### src/rtl/banco_reg_ctrl.sv
// banco_reg_ctrl: valid/ready command sequencer for the banco_reg bank with write read-back verify.
module banco_reg_ctrl #(
  parameter int DATA_W = 32,
  parameter int ADDR_W = 5,
  parameter int ERR_W  = 8
) (
  input  logic              clk,
  input  logic              rst,
  input  logic              req_valid,
  output logic              req_ready,
  input  logic              req_write,
  input  logic [ADDR_W-1:0] req_addr_a,
  input  logic [ADDR_W-1:0] req_addr_b,
  input  logic [DATA_W-1:0] req_wdata,
  output logic              rsp_valid,
  input  logic              rsp_ready,
  output logic              rsp_write,
  output logic [DATA_W-1:0] rsp_data_a,
  output logic [DATA_W-1:0] rsp_data_b,
  output logic              rsp_mismatch,
  output logic [ERR_W-1:0]  err_count,
  output logic [ADDR_W-1:0] sel,
  output logic              RegWrite,
  output logic [DATA_W-1:0] data,
  output logic [ADDR_W-1:0] selA,
  output logic [ADDR_W-1:0] selB,
  input  logic [DATA_W-1:0] ReadData1,
  input  logic [DATA_W-1:0] ReadData2
);
  typedef enum logic [1:0] {IDLE, WR, RD, RSP} state_t;
  state_t state_q, state_d;
  logic ph_q, ph_d, wr_q, wr_d;
  logic [ADDR_W-1:0] a_q, a_d, b_q, b_d, sel_q, sel_d;
  logic [DATA_W-1:0] wd_q, wd_d, data_q, data_d;
  logic req_ready_q, req_ready_d, rsp_valid_q, rsp_valid_d, reg_write_q, reg_write_d;
  logic rsp_write_q, rsp_write_d, rsp_mismatch_q, rsp_mismatch_d;
  logic [DATA_W-1:0] rsp_data_a_q, rsp_data_a_d, rsp_data_b_q, rsp_data_b_d;
  logic [ERR_W-1:0] err_count_q, err_count_d;
  logic acc, cap, mis;
  // RD spans two cycles: a settle cycle after selA/selB are stable, then the capture edge
  always_comb begin
    acc = req_valid && req_ready_q;
    cap = (state_q == RD) && ph_q;
    mis = wr_q && (ReadData1 != wd_q);
    state_d = (state_q == IDLE) ? (acc ? (req_write ? WR : RD) : IDLE)
            : (state_q == WR)   ? RD
            : (state_q == RD)   ? (ph_q ? RSP : RD)
            : (rsp_ready ? IDLE : RSP);
    ph_d = (state_q == RD) && !ph_q;
    wr_d = acc ? req_write : wr_q;
    a_d = acc ? req_addr_a : a_q;
    b_d = acc ? req_addr_b : b_q;
    wd_d = acc ? req_wdata : wd_q;
    sel_d = (acc && req_write) ? req_addr_a : sel_q;
    data_d = (acc && req_write) ? req_wdata : data_q;
    req_ready_d = state_d == IDLE;
    rsp_valid_d = state_d == RSP;
    reg_write_d = state_d == WR;
    rsp_write_d = cap ? wr_q : rsp_write_q;
    rsp_data_a_d = cap ? ReadData1 : rsp_data_a_q;
    rsp_data_b_d = cap ? ReadData2 : rsp_data_b_q;
    rsp_mismatch_d = cap ? mis : rsp_mismatch_q;
    err_count_d = (cap && mis && !(&err_count_q)) ? err_count_q + ERR_W'(1) : err_count_q;
  end
  always_ff @(posedge clk or posedge rst) begin
    if (rst) begin
      state_q <= IDLE;
      ph_q <= 1'b0;
      wr_q <= 1'b0;
      a_q <= '0;
      b_q <= '0;
      wd_q <= '0;
      sel_q <= '0;
      data_q <= '0;
      req_ready_q <= 1'b0;
      rsp_valid_q <= 1'b0;
      reg_write_q <= 1'b0;
      rsp_write_q <= 1'b0;
      rsp_data_a_q <= '0;
      rsp_data_b_q <= '0;
      rsp_mismatch_q <= 1'b0;
      err_count_q <= '0;
    end else begin
      state_q <= state_d;
      ph_q <= ph_d;
      wr_q <= wr_d;
      a_q <= a_d;
      b_q <= b_d;
      wd_q <= wd_d;
      sel_q <= sel_d;
      data_q <= data_d;
      req_ready_q <= req_ready_d;
      rsp_valid_q <= rsp_valid_d;
      reg_write_q <= reg_write_d;
      rsp_write_q <= rsp_write_d;
      rsp_data_a_q <= rsp_data_a_d;
      rsp_data_b_q <= rsp_data_b_d;
      rsp_mismatch_q <= rsp_mismatch_d;
      err_count_q <= err_count_d;
    end
  end
  assign req_ready = req_ready_q;
  assign rsp_valid = rsp_valid_q;
  assign rsp_write = rsp_write_q;
  assign rsp_data_a = rsp_data_a_q;
  assign rsp_data_b = rsp_data_b_q;
  assign rsp_mismatch = rsp_mismatch_q;
  assign err_count = err_count_q;
  assign sel = sel_q;
  assign RegWrite = reg_write_q;
  assign data = data_q;
  assign selA = a_q;
  assign selB = b_q;
endmodule

### config.mk
export PLATFORM = sky130hd
export DESIGN_NAME = banco_reg_ctrl
export DESIGN_NICKNAME = d
export VERILOG_FILES = /design/src/rtl/banco_reg_ctrl.sv
export SDC_FILE = /design/constraint.sdc
export NUM_CORES = 1
export LEC_CHECK = 0
export CORE_ASPECT_RATIO = 0.5
export CORE_UTILIZATION = 40
export DETAILED_ROUTE_END_ITERATION = 10
export GPL_TIMING_DRIVEN = 0
export MAX_ROUTING_LAYER = met4
export PLACE_DENSITY_LB_ADDON = 0.2
export SETUP_SLACK_MARGIN = 0.1
export SLEW_MARGIN = 20
export SYNTH_ARGS = -nofsm -noshare
export SYNTH_HDL_FRONTEND = slang
export SYNTH_SLANG_ARGS = --single-unit
export TNS_END_PERCENT = 30
### constraint.sdc
create_clock -name clk -period 12.9 [get_ports clk]
set_input_delay 1.29 -clock clk [delete_from_list [all_inputs] [get_ports clk]]
set_output_delay 1.29 -clock clk [all_outputs]
set_load 0.05 [all_outputs]
# ---- Word-level counts from Yosys, hierarchy flattened
# Cells that the tools add are included.
# W data, S select, Z words.
dict set report word_totals {
  latch_bits 0
  out_inout_bits 124
  romBits 0
  mem_bits_rw 0
  register_bits 160
  wordCells 41
  memories 0
}
dict set report op_classes {
  shifts 0
  multipliers 0
  reduce_logical 12
  add_sub_neg 1
  order_cmp 0
  div 0
  muxes 7
  bitwise 0
  n_eq_ne 5
}
# operator n
set op_table {}
lappend op_table {{$ne A32 B32 Y1} 1}
lappend op_table {{$mux W2} 6}
lappend op_table {{$add A8 B1 Y8 const B} 1}
lappend op_table {{$reduce_and A8 Y1} 1}
lappend op_table {{$logic_and A1 B1 Y1} 7}
lappend op_table {{$eq A2 B1 Y1 const B} 2}
lappend op_table {{$eq A2 B2 Y1 const B} 2}
lappend op_table {{$logic_not A2 Y1} 2}
lappend op_table {{$logic_not A1 Y1} 2}
lappend op_table {{$mux W1} 1}

# ---- Logic depth before layout (Yosys ltp)
# Gate-level depths: netlist of the first run.
dict set report depth {
  depth_word 5
  depth_mapped 7
  ltp_nobuf 7
}

# ---- Least setup slack after synthesis of the first run
# OpenSTA, ideal clock, no wires.
dict set report synth_path {
  path_type {input port to flip-flop}
  start {input port ReadData1[18]}
  end {register err_count_q[6] (netlist: err_count[6])}
  t_arrival_ns 2.482
  setup_time_ns 0.128
  n_path_buf 0
  cell_stages 6
  slack_ns 10.291
  cell_sequence {xor2_1 nor4_1 nand4_1 nor2_2 or4_1 mux2_1}
}
dict set report synth_between {
  elab_chain_len 4
}
# item line_no
set synth_rtl {}
lappend synth_rtl {{from (decl)} 27} ;# input logic [DATA_W-1:0] ReadData1,
lappend synth_rtl {{$ne A32 B32 Y1} 44} ;# mis = wr_q && (ReadData1 != wd_q);
lappend synth_rtl {{$logic_and A1 B1 Y1} 44}
lappend synth_rtl {{$logic_and A1 B1 Y1 (2 in series)} 63} ;# err_count_d = (cap && mis && !(&err_count_q)) ? err_count_q + ERR_W'(1) : err_count_q;
lappend synth_rtl {{to (signal assigned)} 99} ;# err_count_q <= err_count_d;
lappend synth_rtl {{to (decl)} 38} ;# logic [ERR_W-1:0] err_count_q, err_count_d;
# No other way between the ends.
# A chain may end at the register's enable or synchronous reset.

# ---- Final worst setup path of the first run
dict set report layout_path {
  start {input port ReadData1[20]}
  end {register err_count_q[6] (netlist: err_count[6])}
}
# Same word-level chain as after synthesis.

==> flow_metrics.tcl, run 1 <==
set metrics [dict create \
    drive_gt1_share_pct 14.16 \
    min_path_cells 2 \
    die_w_um 180.0 \
    place_area_um2 8969 \
    async_reset_ff_share_pct 100.0 \
    slew-limit-headroom_pct 52.73 \
    synthesis.nets 657 \
    viasPerCell 4.659 \
    hold_viol_final 0 \
    syn_inst 545 \
    grt_max_degree 101 \
    cts_root_buf "clkbuf_16" \
    antenna_found_initial 0 \
    diodes 0 \
    ir_drop_mv 0.1557 \
    rsz0062_at_grt "no" \
    ys_seq_area_share_pct 63.19 \
    avgSynthCellArea_um2 11.63 \
    crit_fanout 8 \
    worstPathRequired_ns 13.19 \
    firstDrtPassIters 7 \
    top_level_ports 235 \
    ys_types 26 \
    synth-seq-cells 160 \
    r2r_cells 6 \
    cts_setup_buffers 0 \
    post-synth-top-area-cell "dfrtp_1" \
    setup_viol 0 \
    start_util_pct 41.00 \
    crit_arrival_ns 3.60 \
    final_util_pct 61.84 \
    hold_path_class "register to register" \
    gp_congestion 0.7628 \
    row_count 32 \
    fin_tns_setup_ns 0 \
    clk_pin_slew_worst_paths_ns 0.06 \
    dp_hpwl_mm 11.63 \
    area_growth_pct 50.85 \
    leakagePower_nw 4.326 \
    port_buffers 234 \
    finalCritPeriodShare_pct 25.66 \
    fin_crit_ns 3.310 \
    clockBufferDepth 2 \
    routed_wl_mm 15.99 \
    detail-route-antenna-nets 0 \
    dieArea_um2 16380 \
    finalNetCount 911 \
    post_cts_resized 0 \
    ys_top_cells_by_area "dfrtp_1 (63%), mux2_2 (14%), nand2_1 (12%)" \
    drcViolationCount 1 \
    vias 4734 \
    crit_path_start_kind "input pin" \
    hp-start "rsp_data_b[2]" \
    ys.flop_type "dfrtp_1" \
    worstSetupPathType "input pin to register" \
    whs_ns 0.4706 \
    grt_pass1_vias 4888 \
    mostFrequentLayoutCell "clkdlybuf4s50_1" \
    fp.dieH_um 91.00 \
    grt_pass1_wl_mm 25.61 \
    cts_tree "yes" \
    cap_violations 0 \
    run_status "finished with violations" \
    r2r_start "wd_q[17]" \
    cts.sinks 160 \
    finalClockSkew_ns 0.007199 \
    max_freq_mhz 302.1 \
    worst_slew_pin_slew_ns 0.7090 \
    power_density_nw_per_um2 310.3 \
    cts_buffers 17 \
    violations "DRC" \
    track_usage_pct 20.94 \
    worstSkewPairLatency_ns 0.41 \
    r2r-end "err_count[6]" \
    hold_end "rsp_data_b[2]" \
    synth_top_area_share_pct 63.19 \
    slew_viol_final 0 \
    grt-ovfl-total 0 \
    core_um2 15450 \
    cts_hold_buf 0 \
    ff2ff_setup_slack_ns 10.53 \
    wl_per_cell_um 15.74 \
    endpoint_kind "register" \
    drtIter0Drc 176 \
    synth_area_um2 6336 \
    ys_warn_count 0 \
    synth_edf_count 0 \
    layout_common_cells "clkdlybuf4s50_1 (234), nand2_1 (202), dfrtp_1 (160), mux2_2 (80), xor2_1 (38)" \
    design_area_um2 9558 \
    htreeDepth 4 \
]
-- Yosys cell counts (2+ instances only) --
library cell / count
nand2_1: 202
xor2_1: 38
clkbuf_1: 16
nand3_1: 3
dfrtp_1: 160
nor2_1: 7
inv_1: 2
nor3_1: 5
mux2_2: 80
nor4_1: 8
buf_1: 5
nand4_1: 5
-- logic make-up (layout without fill, tap and decap cells) --
kind of cell,after synthesis,in the layout,synth area share [%]
muxes,82,82,14.55
xor gates and xnor gates,38,38,5.253
adders and majority gates,1,1,0.1974
AOI/OAI and AO/OA,2,2,0.1777
DFF,160,160,63.19
buffers and inverters,24,291,1.442
and+or+nand+nor,238,238,15.19
-- worst max path at each step --
stage	slack, ns	startpoint	cells after the start	end
floorplan	7.29	rst	1	RegWrite
global placement	4.94	rst	2	selB[4]
detailed placement	9.25	ReadData1[20]	7	err_count[6]
CTS	9.69	ReadData1[20]	7	err_count[6]
global route	9.60	ReadData1[20]	7	err_count[6]
finish	9.59	ReadData1[20]	7	err_count[6]
-- report_power, final --
part	switching [mW]	leakage, nW	total [mW]	internal (mW)
registers	0.143	1.93	0.895	0.752
logic	1.01	2.11	1.56	0.553
clock network	0.208	0.284	0.506	0.298
total	1.36	4.33	2.97	1.60
-- worst max-delay path: stages --
cell and delay (ns):
clkdlybuf4s50_1 0.45, xor2_1 0.16, nor4_1 0.62, nand4_1 0.22, nor2_2 0.34, or4_1 0.19, mux2_1 0.32
-- through the flow --
| step | power [mW] | worst slack [ns] | cells |
|---|---|---|---|
| detailed placement | 2.479 | 9.246 | 984 |
| CTS | 2.993 | 9.688 | 1016 |
| global route | 3.113 | 9.597 | 1016 |
| finish | 2.965 | 9.590 | 1016 |
| global placement | 2.452 | 4.936 | 983 |
| floorplan | 1.924 | 7.290 | 545 |
-- sequential cells by signal, summed over array words and instances, names as in the netlist, 2 cells and up --
| register | cells |
|---|---|
| sel | 5 |
| selA | 5 |
| wd_q | 32 |
| state_q | 2 |
| data | 32 |
| rsp_data_a | 32 |
| rsp_data_b | 32 |
| err_count | 8 |
| selB | 5 |
-- metal layers --
metal  GRT usage (%)  up-vias  part of all wire (%)
met2           33.98      122                    48
met1           26.47     2322                    47
met5               -        -                     0
li1                -     2282                     -
met3           5.576        8                   4.7
met4           4.526        0                  0.76
-- final cells by class --
type | instances | area (um2)
clock inverter | 11 | 128.9
clock buffer | 21 | 460.4
buffer | 22 | 83.83
fill | 1265 | 5897
inverter | 2 | 15.01
multi-input combinational | 361 | 2241
timing repair buffer | 235 | 2370
sequential | 160 | 4004
tap | 204 | 255.2
Note: power is estimated with default switching activity, not from simulation.
==> run 2: changes to the inputs <==
- clock period: 12.9 -> 3.2 ns (I/O delays scaled with it)
==> run 2 against run 1 <==
  * The run still ends with DRC left
  * Setup slack got worse by 8.7 ns
  * Critical path depth decreased by 1
  * Die area unchanged
  * Utilization increased by 0.55 points
  * Combinational power increased to 4.1 times the previous value
  * Via count increased by 0.80%
  * Clock skew increased by 0.0021 ns
  * Hold slack got worse by 0.29 ns
  * First-iteration DRC count increased by 5.7%
  * Clock power increased to 4.0 times the previous value
  * Total power increased to 4.0 times the previous value
  * Critical path type is now register to register
==> flow_metrics.tcl, run 2 (synthesized netlist as in run 1, its figures left out) <==
set metrics [dict create \
    run_status "finished with violations" \
    violations "DRC" \
    cts_hold_buf 0 \
    htreeDepth 4 \
    drcViolationCount 1 \
    hold_path_class "input pin to async pin" \
    grt-ovfl-total 0 \
    grt_pass1_vias 5066 \
    path_buf_inv 0 \
    place_inst 989 \
    hold_viol_final 0 \
    worstSetupPathType "register to register" \
    wl_per_cell_um 15.95 \
    cap_violations 0 \
    track_usage_pct 21.85 \
    endpoint_kind "register" \
    finalCritPeriodShare_pct 72.08 \
    cts_tree "yes" \
    cts.sinks 160 \
    drtIter0Drc 186 \
    max_freq_mhz 433.6 \
    port_buffers 234 \
    cts_setup_buffers 0 \
    core_um2 15450 \
    start_util_pct 41.00 \
    clockBufferDepth 2 \
    p_sw_share_pct 45.64 \
    worst_slew_pin_slew_ns 0.6748 \
    dieArea_um2 16380 \
    seqPwrFrac_pct 30.2 \
    crit_path_start_kind "register" \
    row_count 32 \
    setup_viol 0 \
    fin_crit_ns 2.306 \
    cts_root_buf "clkbuf_16" \
    slew_viol_final 0 \
    cts_buffers 17 \
    drive_gt1_share_pct 14.58 \
    mostFrequentLayoutCell "clkdlybuf4s50_1" \
    worstPathRequired_ns 3.50 \
    pwr-share-comb_pct 52.8 \
    viasPerCell 4.678 \
    finalNetCount 916 \
    area_growth_pct 52.19 \
    slew-limit-headroom_pct 55.01 \
    vias 4772 \
    antenna_found_initial 0 \
    clk_pin_slew_worst_paths_ns 0.06 \
    gp_congestion 0.7638 \
    final_util_pct 62.39 \
    dp_hpwl_mm 12.16 \
    firstDrtPassIters 7 \
    top_level_ports 235 \
    leakagePower_nw 4.366 \
    layout_common_cells "clkdlybuf4s50_1 (234), nand2_1 (202), dfrtp_1 (160), mux2_2 (80), xor2_1 (38)" \
    grt_pass1_wl_mm 26.47 \
    cpPeakStageDelay_ns 0.56 \
    post_cts_resized 0 \
    crit_fanout 8 \
    path_cells "xor2_1 > nor4_1 > nand4_1 > nor2_2 > or4_1 > mux2_1" \
    p_sw_mw 5.468 \
    crit_arrival_ns 2.61 \
    clockPowerShare_pct 17.0 \
    internal-power_mw 6.513 \
    diodes 0 \
    layoutNonFillerInstCount 1020 \
    ir_drop_mv 0.7152 \
    critPathTopFamily "simple AND/OR/NAND/NOR gates" \
    die_w_um 180.0 \
    power_density_nw_per_um2 1242 \
    routed_wl_mm 16.27 \
    detail-route-antenna-nets 0 \
    fp.dieH_um 91.00 \
    worstSkewPairLatency_ns 0.42 \
    slowest_stage "nor4_1" \
    rsz0062_at_grt "no" \
    grt_max_degree 32 \
    finalClockSkew_ns 0.009262 \
]
==> run 2: changes by cell type in the layout (fill, tap and decap cells not counted) <==
cell        change
clkinvlp_4      +1
clkinv_4        -2
clkbuf_8        -1
clkinv_2        +3
bufinv_16       +1
buf_16          -1
buf_12          +6
inv_8           -1
inv_6           -2
==> run 2: final timing paths <==
check	start	endpoint	slack (ns)	depth (start not counted)
min in group clk	ReadData2[3]	rsp_data_b[3]	0.43	3
max in group asynchronous	rst	wd_q[8]	1.54	8
hold reg to reg	rsp_data_b[15]	rsp_data_b[15]	0.47	2
setup reg to reg	wd_q[20]	err_count[6]	0.89	6
hold / removal	rst	rsp_data_b[1]	0.18	2
setup / recovery	wd_q[20]	err_count[6]	0.89	6
==> run 2: area by class of cell <==
class | instances | area [um2]
Timing Repair Buffer | 240 | 2462
Inverter | 2 | 11.26
Buffer | 22 | 83.83
Tap cell | 204 | 255.2
Clock buffer | 20 | 446.7
Clock inverter | 11 | 138.9
Multi-Input combinational cell | 361 | 2241
Sequential cell | 160 | 4004
Fill cell | 1297 | 5812
==> run 2: power by group through the flow <==
stage               Clock (mW)  Sequential (mW)  Combinational (mW)
finish                    2.04             3.61                6.33
global route              2.18             3.74                6.67
CTS                       2.09             3.62                6.40
detailed placement           0             3.64                6.38
global placement             0             3.60                6.29
floorplan                    0             6.27                1.49
==> run 2: metrics by stage <==
stage	power (mW)	setup TNS [ns]	setup WS, ns	hold WS [ns]	cell area [um2]
after floorplan	7.758	0	0.8512	0.4254	6340
after global placement	9.883	-92.32	-0.6023	0.4571	8937
after detailed placement	10.02	0	0.4917	0.4614	9057
after CTS	12.11	0	0.8684	0.1681	9643
after global routing	12.60	0	0.7826	0.1866	9643
final	11.98	0	0.8936	0.1783	9643
==> run 2: per-layer routing <==
metal	global-route usage, %	vias to the layer above	share of wire [%]
met1	28.06	2349	46
met3	6.017	9	4.9
met4	4.239	0	0.51
met5	-	-	0
li1	-	2286	-
met2	34.99	128	49
==> run 2: worst register-to-register path, cell delays in order, from the launching register on <==
cell and delay, ns:
dfrtp_1 0.40, xor2_1 0.17, nor4_1 0.56, nand4_1 0.21
nor2_2 0.34, or4_1 0.20, mux2_1 0.31
==> run 3: changes to the inputs <==
- clock period: 3.2 -> 2.2 ns (I/O delays scaled with it)
==> run 3 against run 2 <==
  * The run still ends with DRC left
  * Sequential cell count did not move
  * Clock power increased by 45%
  * Utilization up 0.29 points
  * Global-route usage grew 0.065 points
  * Sequential power up 46%
  * Register-to-register slack got worse by 0.72 ns
  * Wire length up 0.52%
  * First-iteration DRC count rose by 11%
  * Clock-buffer cell count unchanged
  * Final area up 0.47%
  * Critical path type unchanged
==> flow_metrics.tcl, run 3 (synthesized netlist as in run 1, its figures left out) <==
set metrics [dict create \
    firstDrtPassIters 7 \
    viasPerCell 4.665 \
    finalNetCount 918 \
    internal-power_mw 9.485 \
    crit_path_start_kind "register" \
    gp_congestion 0.7638 \
    wl_per_cell_um 15.98 \
    antenna_found_initial 1 \
    max_freq_mhz 494.3 \
    cts_buffers 17 \
    drcViolationCount 1 \
    met2_usage_pct 35.25 \
    power.total_mw 17.47 \
    dp_hpwl_mm 12.16 \
    grt-busiest-layer "met2" \
    crit_fanout 7 \
    clockPowerShare_pct 16.9 \
    leakagePower_nw 4.383 \
    drtIter0Drc 206 \
    grt_pass1_wl_mm 26.55 \
    slew-limit-headroom_pct 54.24 \
    endpoint_kind "register" \
    crit_arrival_ns 2.32 \
    grt_pass1_vias 5084 \
    violations "DRC" \
    ir_drop_mv 1.041 \
    worstPathRequired_ns 2.50 \
    finalClockSkew_ns 0.007997 \
    grt-ovfl-total 0 \
    worst_slew_pin_slew_ns 0.6864 \
    dieArea_um2 16380 \
    start_util_pct 41.00 \
    cts_tree "yes" \
    cts_hold_buf 0 \
    track_usage_pct 21.91 \
    hold_viol_final 0 \
    routed_wl_mm 16.35 \
    hold_path_class "input pin to async pin" \
    clockBufferDepth 2 \
    layout_common_cells "clkdlybuf4s50_1 (234), nand2_1 (202), dfrtp_1 (160), mux2_2 (80), xor2_1 (38)" \
    fp.dieH_um 91.00 \
    cpPeakStageDelay_ns 0.53 \
    slew_viol_final 0 \
    setup_viol 0 \
    run_status "finished with violations" \
    dpl_worst_slack_ns -0.4083 \
    die_w_um 180.0 \
    design_area_um2 9688 \
    top_level_ports 235 \
    critPathTopFamily "simple AND/OR/NAND/NOR gates" \
    worstSkewPairLatency_ns 0.42 \
    cap_violations 0 \
    pwr-share-comb_pct 53.0 \
    fin_crit_ns 2.023 \
    finalCritPeriodShare_pct 91.97 \
    clk_pin_slew_worst_paths_ns 0.06 \
    seqPwrFrac_pct 30.1 \
    p_sw_share_pct 45.72 \
    cts_root_buf "clkbuf_16" \
    grt.met1_usage_pct 27.77 \
    mostFrequentLayoutCell "clkdlybuf4s50_1" \
    setup_slack_ns 0.1768 \
    final_util_pct 62.69 \
    path_cells "xor2_1 > nor4_4 > nand4_1 > nor2_4 > or4_1 > mux2_1" \
    vias 4772 \
    whs_ns 0.08018 \
    grt_max_degree 32 \
    path_buf_inv 0 \
    grtUsageMet3_pct 6.378 \
    port_buffers 234 \
    power_density_nw_per_um2 1803 \
    rsz0062_at_grt "yes" \
    slowest_stage "or4_1" \
    row_count 32 \
    drive_gt1_share_pct 15.16 \
    cts.sinks 160 \
    core_um2 15450 \
    htreeDepth 4 \
    worstSetupPathType "register to register" \
    area_growth_pct 52.90 \
    place_area_um2 9057 \
    detail-route-antenna-nets 0 \
    p_sw_mw 7.988 \
]
-- run 3: layout make-up --
cell class / instances / area [um2]
clock buffers: 20 / 446.7
clock inverters: 11 / 138.9
well taps: 204 / 255.2
flip-flops and latches: 160 / 4004
diodes: 1 / 2.502
multi-input cells: 361 / 2267
plain buffers: 22 / 85.08
inverters: 2 / 11.26
fillers: 1299 / 5767
repair buffers: 242 / 2477
-- run 3: per-layer routing --
metal	vias to the layer above	routed length, um
met5	-	0
met4	0	78
met3	8	803
met2	128	8005
met1	2342	7461
li1	2294	-
-- run 3: path summary, 6_finish.rpt --
check                                from              to  slack, ns  cells after the start
setup / recovery                 wd_q[20]    err_count[6]       0.18                      6
hold / removal                        rst   rsp_data_b[1]       0.08                      2
setup reg to reg                 wd_q[20]    err_count[6]       0.18                      6
hold reg to reg            rsp_data_b[15]  rsp_data_b[15]       0.47                      2
max in group asynchronous             rst         wd_q[8]       0.64                      8
min in group clk             ReadData2[3]   rsp_data_b[3]       0.33                      3
-- run 3: worst register-to-register path: cells and delay by family (launching register included) --
family,cells,cell delay (ns)
muxes,1,0.32
and+or+nand+nor,4,0.91
DFF,1,0.40
xor gates and xnor gates,1,0.29
-- run 3: power groups by stage --
stage	Combinational, mW	Clock [mW]	Sequential (mW)
floorplan	2.17	0	9.12
global placement	9.14	0	5.23
detailed placement	9.27	0	5.30
CTS	9.32	3.04	5.27
global route	9.75	3.18	5.45
finish	9.26	2.96	5.26
-- run 3: metrics by stage --
step,std cells,setup TNS (ns)
2_1_floorplan,545,-7.815
3_3_place_gp,983,-238.60
3_5_place_dp,989,-2.651
4_1_cts,1020,0
5_1_grt,1023,0
6_report,1023,0
-- run 3: what timing repair did --
item,in CTS,in global routing
setup endpoints to repair,6,8
buffers inserted,0,2
pin swaps,0,1
gates resized for setup,3,3
